`config.mk`:
```
export PLATFORM = sky130hd
export DESIGN_NAME = syscall_disp_queue
export DESIGN_NICKNAME = d
export VERILOG_FILES = /design/src/rtl/syscall_disp_queue.sv
export SDC_FILE = /design/constraint.sdc
export NUM_CORES = 1
export LEC_CHECK = 0
export CAP_MARGIN = 25
export CORE_MARGIN = 10
export CORE_UTILIZATION = 45
export DETAILED_ROUTE_END_ITERATION = 6
export PLACE_DENSITY = 0.65
export SYNTH_ARGS = -nofsm -noshare
export SYNTH_HDL_FRONTEND = slang
export SYNTH_SLANG_ARGS = --single-unit
```
`constraint.sdc`:
```
create_clock -name clk -period 12.85 [get_ports clk]
set_clock_uncertainty 0.2 [all_clocks]
set_input_delay 1.285 -clock clk [delete_from_list [all_inputs] [get_ports clk]]
set_output_delay 1.285 -clock clk [all_outputs]
set_load 0.005 [all_outputs]
```
`src/rtl/syscall_disp_queue.sv`:
```
// syscall_disp_queue: captures syscall print values into a display FIFO and latches the exit halt flag.
module syscall_disp_queue #(
  parameter int DATA_W = 32,
  parameter int DEPTH = 8,
  parameter logic [DATA_W-1:0] EXIT_CODE = 32'h0000000a,
  parameter int CNT_W = 16,
  localparam int AW = $clog2(DEPTH),
  localparam int PW = AW + 1
) (
  input  logic              clk,
  input  logic              rst,
  input  logic              syscall,
  input  logic              stall,
  input  logic [DATA_W-1:0] rf_a,
  input  logic [DATA_W-1:0] rf_b,
  input  logic              disp_next,
  output logic [DATA_W-1:0] disp_out,
  output logic              disp_valid,
  output logic [PW-1:0]     pending,
  output logic              overflow,
  output logic              halt,
  output logic [CNT_W-1:0]  print_cnt
);
  logic [DATA_W-1:0] mem [DEPTH];
  logic [AW-1:0] rd, wr;
  logic ev, prt, ext, empty, full, pop, direct, push, drop;
  always_comb begin
    ev     = syscall & ~stall & ~halt;
    prt    = ev & (rf_a != EXIT_CODE);
    ext    = ev & (rf_a == EXIT_CODE);
    empty  = pending == '0;
    full   = pending == PW'(DEPTH);
    pop    = disp_next & ~empty;
    // With an empty FIFO the print goes straight to the display on the first
    // capture, or bypasses the queue when the operator is advancing anyway.
    direct = prt & empty & (~disp_valid | disp_next);
    push   = prt & ~direct & (~full | pop);
    drop   = prt & full & ~pop;
  end
  always_ff @(posedge clk or negedge rst) begin
    if (!rst) begin
      disp_out   <= '0;
      disp_valid <= 1'b0;
      pending    <= '0;
      overflow   <= 1'b0;
      halt       <= 1'b0;
      print_cnt  <= '0;
      rd         <= '0;
      wr         <= '0;
    end else begin
      if (pop) disp_out <= mem[rd];
      else if (direct) disp_out <= rf_b;
      if (direct) disp_valid <= 1'b1;
      if (pop) rd <= rd + AW'(1);
      if (push) wr <= wr + AW'(1);
      pending <= pending + PW'(push) - PW'(pop);
      if (drop) overflow <= 1'b1;
      if (ext) halt <= 1'b1;
      if (prt && print_cnt != '1) print_cnt <= print_cnt + CNT_W'(1);
    end
  end
  always_ff @(posedge clk)
    if (push) mem[wr] <= rf_b;
endmodule

```
== Word-level counts from Yosys, hierarchy flattened ==
Memories as Yosys holds them, arrays and structs flattened.
Index checks and enable logic that the tools add are counted.
Word-level totals
  bits of input ports: 69
  register bits after elaboration: 61
  RAM bits: 256
  memories kept: 1
  output and inout port bits: 55
Cells by class
  bitwise gates (word level): 20
  $add $sub $neg: 5
  reduce and logical (&&, ||, !) cells: 3
  equality and inequality tests: 4
  muxes and demuxes: 4
Memory list
  mem: depth 8, bits a word 32, read ports 1, clocked after Yosys merged registers in 0, wr ports 1, line 24  | logic [DATA_W-1:0] mem [DEPTH];
Operator list (count)
  32-bit two-way mux: 2
  32-bit by 4-bit equality test with 1-bit output, second input constant: 1
  32-bit by 4-bit inequality test with 1-bit output, second input constant: 1
  16-bit by 1-bit adder with 16-bit output, second input constant: 1
  16-bit inequality test, second input constant: 1
  1-bit AND: 11
  1-bit inverter: 7
  3-bit by 1-bit adder with 3-bit output, second input constant: 2
  4-bit by 1-bit adder with 4-bit output: 1
  4-bit equality test, second input constant: 1
  4-bit zero test: 1
  4-bit by 1-bit subtractor with 4-bit output: 1
  1-bit two-way mux: 2
  1-bit OR: 2
  2-bit nonzero test: 1
  1-bit logical AND: 1

== Longest topological paths before layout ==
  depth after elaboration: 11
  mapped depth: 12

== Worst setup path before layout ==
Ideal clock, no wire load.
  path type: input to register
  from: input stall
  to: memory mem[0][0] (enable)
  setup time: 0.461 ns
  setup slack: 7.752 ns
  data required time: 12.189 ns
  data arrival time: 4.437 ns
  stages on the path: 5
  cell sequence: nor3b_1 o21ai_1 nand2b_1 or2_2 nor3_1
Between the ends
  longest elaborated chain between the ends: 11
RTL lines
  from (decl): line 13  | input logic stall,
  1-bit inverter *: line 28  | ev = syscall & ~stall & ~halt;
  1-bit AND * (2 in a row): line 28
  1-bit AND *: line 29  | prt = ev & (rf_a != EXIT_CODE);
  1-bit AND (2 in a row): line 36  | direct = prt & empty & (~disp_valid | disp_next);
  1-bit inverter: line 37  | push = prt & ~direct & (~full | pop);
  1-bit AND * (2 in a row): line 37
  1-bit two-way mux *: line 63  | if (push) mem[wr] <= rf_b;
  1-bit two-way mux (implied by the code) *: line 63
  to (decl): line 24
Mark *: on every way between the ends. The rest lies on a longest branch, timed or not.

== Worst setup path in the final report ==
  from: input syscall
  to: memory mem[4][14] (enable)
Between the ends
  longest elaborated chain between the ends: 10
RTL lines
  from (decl): line 12  | input logic syscall,
  1-bit AND * (2 in a row): line 28
  1-bit AND *: line 29
  1-bit AND (2 in a row): line 36
  1-bit inverter: line 37
  1-bit AND * (2 in a row): line 37
  1-bit two-way mux *: line 63
  1-bit two-way mux (implied by the code) *: line 63
Marked as above.

==> run metrics <==
status finished clean; reg2reg path depth 5; worst hold stages 1; Clock Power Share 0.285; met2 global-route usage 0.253; largest family of logic cells by synthesized area multiplexers; number of synthesized flops with an enable pin 256; Least-Margin Pin Slew 988 ps; HPWL after DPL 15.7 mm; area occupied by multi-input gates 3350 sq um; VDD IR max 0.000140 V; Gate power share 0.268; via count 6372; Post-DRT Antenna Nets 0; Inst Count DP 1137; Max H-tree Level 2; Clock Pin Slew Worst Setup and Hold Paths 60 ps; met1 GRT Util 0.180; Fmax achieved 267 MHz; total iterations of the first detailed-routing run 4; Layout Nets 873; largest net degree at the start of global routing 69; layer with the highest usage met2; DRT Wirelength 25.8 mm; leakage 0.00537 uW; Seq cells post-synth 317; wire length per cell 21.5 um; switching power 861 uW; Worst-Skew Late Latency 510 ps; Worst Setup Start Kind input pin; Tot Pwr 3160 uW; fin. max-slew vios 0; critical path fanouts, max 18; CTS resizes 0; worst r2r dst disp_out[29]; Die Width 188 um; WP data arrival 3760 ps; total CTS buffers 34; r2r startpoint rd[0]; Placer Congestion 0.758; WS Path Type input pin to register; GRT overflow 0; Filler Cell Count 2180; Critical-path top delay cell nor2_4; Synth Area in XOR/XNOR 0.0131; first-pass GRT wire length 40.7 mm; I/O pins 124; WP buf/inv 2; Site Rows 61; post-synthesis mux area share 0.179; CTS Hold Bufs 0; flop2flop setup slack 9720 ps; delay-heaviest family, CP simple AND/OR/NAND/NOR gates; Max-slew headroom 0.342; min-delay worst type register to register; die extent in y 188 um; Post-Synth Adder-Cell Area 0.00947; maximum buffer depth of the clock tree 3; Die Area 35300 sq um; share of cells above drive strength 1 0.213; PwrDens 204 nW/um^2; register area 9220 sq um; gr usage total 0.146; Mapped Area 12700 sq um; max_cap viols 0; sequential power share 0.447; worst hold endpoint disp_out[20]; RSZ-0062 raised after global routing no; syn avg cell area 19.4 sq um; Setup TNS Final 0 ps; CTS tree done; final setup vio count 0; Residual DRC 0; core area 27800 sq um; Most used DFF post-synth edfxtp_1; hold path start disp_out[20]; switching part of the total power 0.273; setup bufs post-CTS 0; Initial Utilization 0.456; Avg Vias per Cell 5.31; Post-Layout Cell Count 1200; Syn. warnings 0; final period utilization 0.292; Max stage delay on crit path 530 ps; worst setup path start syscall; Final min period 3750 ps; number of buffers added on ports 123; cell count after synthesis 652; Iter 0 DRT Violations 473; Root Buffer Master clkbuf_16; count of final hold-check violations 0; CTS Sinks 317; antenna violations before repair 2; Crit. End Element register; sequential share of the synthesized area 0.727; Post-Synth Simple-Gate Area 0.0391; net count after synthesis 730; Worst EP required 12860 ps; met3 Use GR 0.0295; internal power 2300 uW; crit-path cells clkdlybuf4s50_1 > nor3b_1 > o21ai_1 > nand2b_1 > or2_2 > nor2_4 > buf_16; Async SR Flop Fraction 0.192; Distinct cells, synth 41; compound-cell area share of the yosys netlist 0.0190; P&R area growth vs syn 22.2%; vias in the first global route 6920; fin util 0.558
==> cell usage after synthesis, types with 2 or more instances <==
| master | count | share of area |
|---|---|---|
| buf_1 | 5 | 0.0015 |
| buf_2 | 4 | 0.0016 |
| buf_4 | 6 | 0.0036 |
| buf_6 | 3 | 0.0027 |
| clkbuf_1 | 10 | 0.0030 |
| dfrtp_1 | 61 | 0.12 |
| edfxtp_1 | 256 | 0.61 |
| ha_1 | 8 | 0.0079 |
| inv_1 | 5 | 0.0015 |
| mux2_2 | 5 | 0.0044 |
| mux2_4 | 30 | 0.036 |
| mux2i_1 | 32 | 0.025 |
| mux4_2 | 64 | 0.11 |
| nand2_1 | 47 | 0.014 |
| nand2b_1 | 3 | 0.0015 |
| nand3_1 | 11 | 0.0043 |
| nand4_1 | 7 | 0.0035 |
| nor2_1 | 12 | 0.0036 |
| nor3_1 | 4 | 0.0016 |
| nor4_1 | 8 | 0.0039 |
| nor4b_2 | 2 | 0.0024 |
| o21ai_0 | 33 | 0.013 |
| xnor2_1 | 14 | 0.0097 |
| xor2_1 | 5 | 0.0035 |
==> how the worst max path moves through the flow <==
stage	cells past startpoint	to
after CTS	7	mem[4][14]
final	7	mem[4][14]
after detailed placement	7	mem[4][30]
after floorplan	5	mem[0][0]
after global routing	8	mem[4][14]
after global placement	7	mem[4][0]
==> area by class of cell <==
| class | count | area share |
|---|---|---|
| clock inverters | 13 | 0.00711 |
| multi-input cells | 302 | 0.216 |
| diodes | 2 | 0.000323 |
| clock buffers | 48 | 0.0590 |
| well taps | 378 | 0.0305 |
| inverters | 5 | 0.00121 |
| flip-flops and latches | 317 | 0.595 |
| repair buffers | 135 | 0.0902 |
==> state kept, by name (all words and copies together) (netlist names) <==
register	flops
overflow	1
pending	4
mem	256
wr	3
halt	1
print_cnt	16
disp_valid	1
disp_out	32
rd	3
==> cells by family after synthesis <==
family / after synthesis
DFF: 317
and+or+nand+nor: 101
muxes: 131
AOI/OAI and AO/OA: 42
xor gates and xnor gates: 19
adders and majority gates: 9
buffers and inverters: 33
==> per-stage QoR <==
| stage | setup WS [ps] | hold WS, ps | area [sq um] |
|---|---|---|---|
| after floorplan | 7750 | 260 | 12700 |
| after global placement | 8360 | 282 | 14300 |
| after detailed placement | 8570 | 287 | 14500 |
| after CTS | 9100 | 311 | 15500 |
| after global routing | 8950 | 325 | 15500 |
| final | 9100 | 308 | 15500 |
==> layer usage <==
metal,wire [um],part of all wire
met5,0,0
met4,435,0.017
met3,953,0.037
met2,13700,0.53
met1,10800,0.42
==> placed cells by master, fill, tap and decap left out, types with 2 or more instances in the layout <==
master and count:
mux4_2 64, diode_2 2, xnor2_1 14, nand2b_1 3, mux2i_1 32, nor3_1 2, nor3_2 2, nand2_1 46
xor2_1 5, nand4_1 7, nor4_1 8, nor2_1 6, dfrtp_1 58, mux2_2 5, ha_1 8, nor2_4 6
clkbuf_1 13, mux2_4 30, dfrtp_4 2, clkinv_1 4, inv_1 5, clkbuf_16 34, buf_4 8, buf_16 2
inv_6 2, buf_12 3, clkinv_2 3, clkdlybuf4s50_1 122, edfxtp_1 256, nor4b_2 2, nand3_1 11, o21ai_0 33
==> power groups by stage <==
stage                     registers, uW  logic, uW  clock network, uW
after global placement             1430        844                  0
after global routing               1440        920                967
after CTS                          1420        868                925
after floorplan                    1350        609                  0
final                              1410        846                900
after detailed placement           1440        864                  0
No activity file was read; power rests on OpenSTA's default activity.
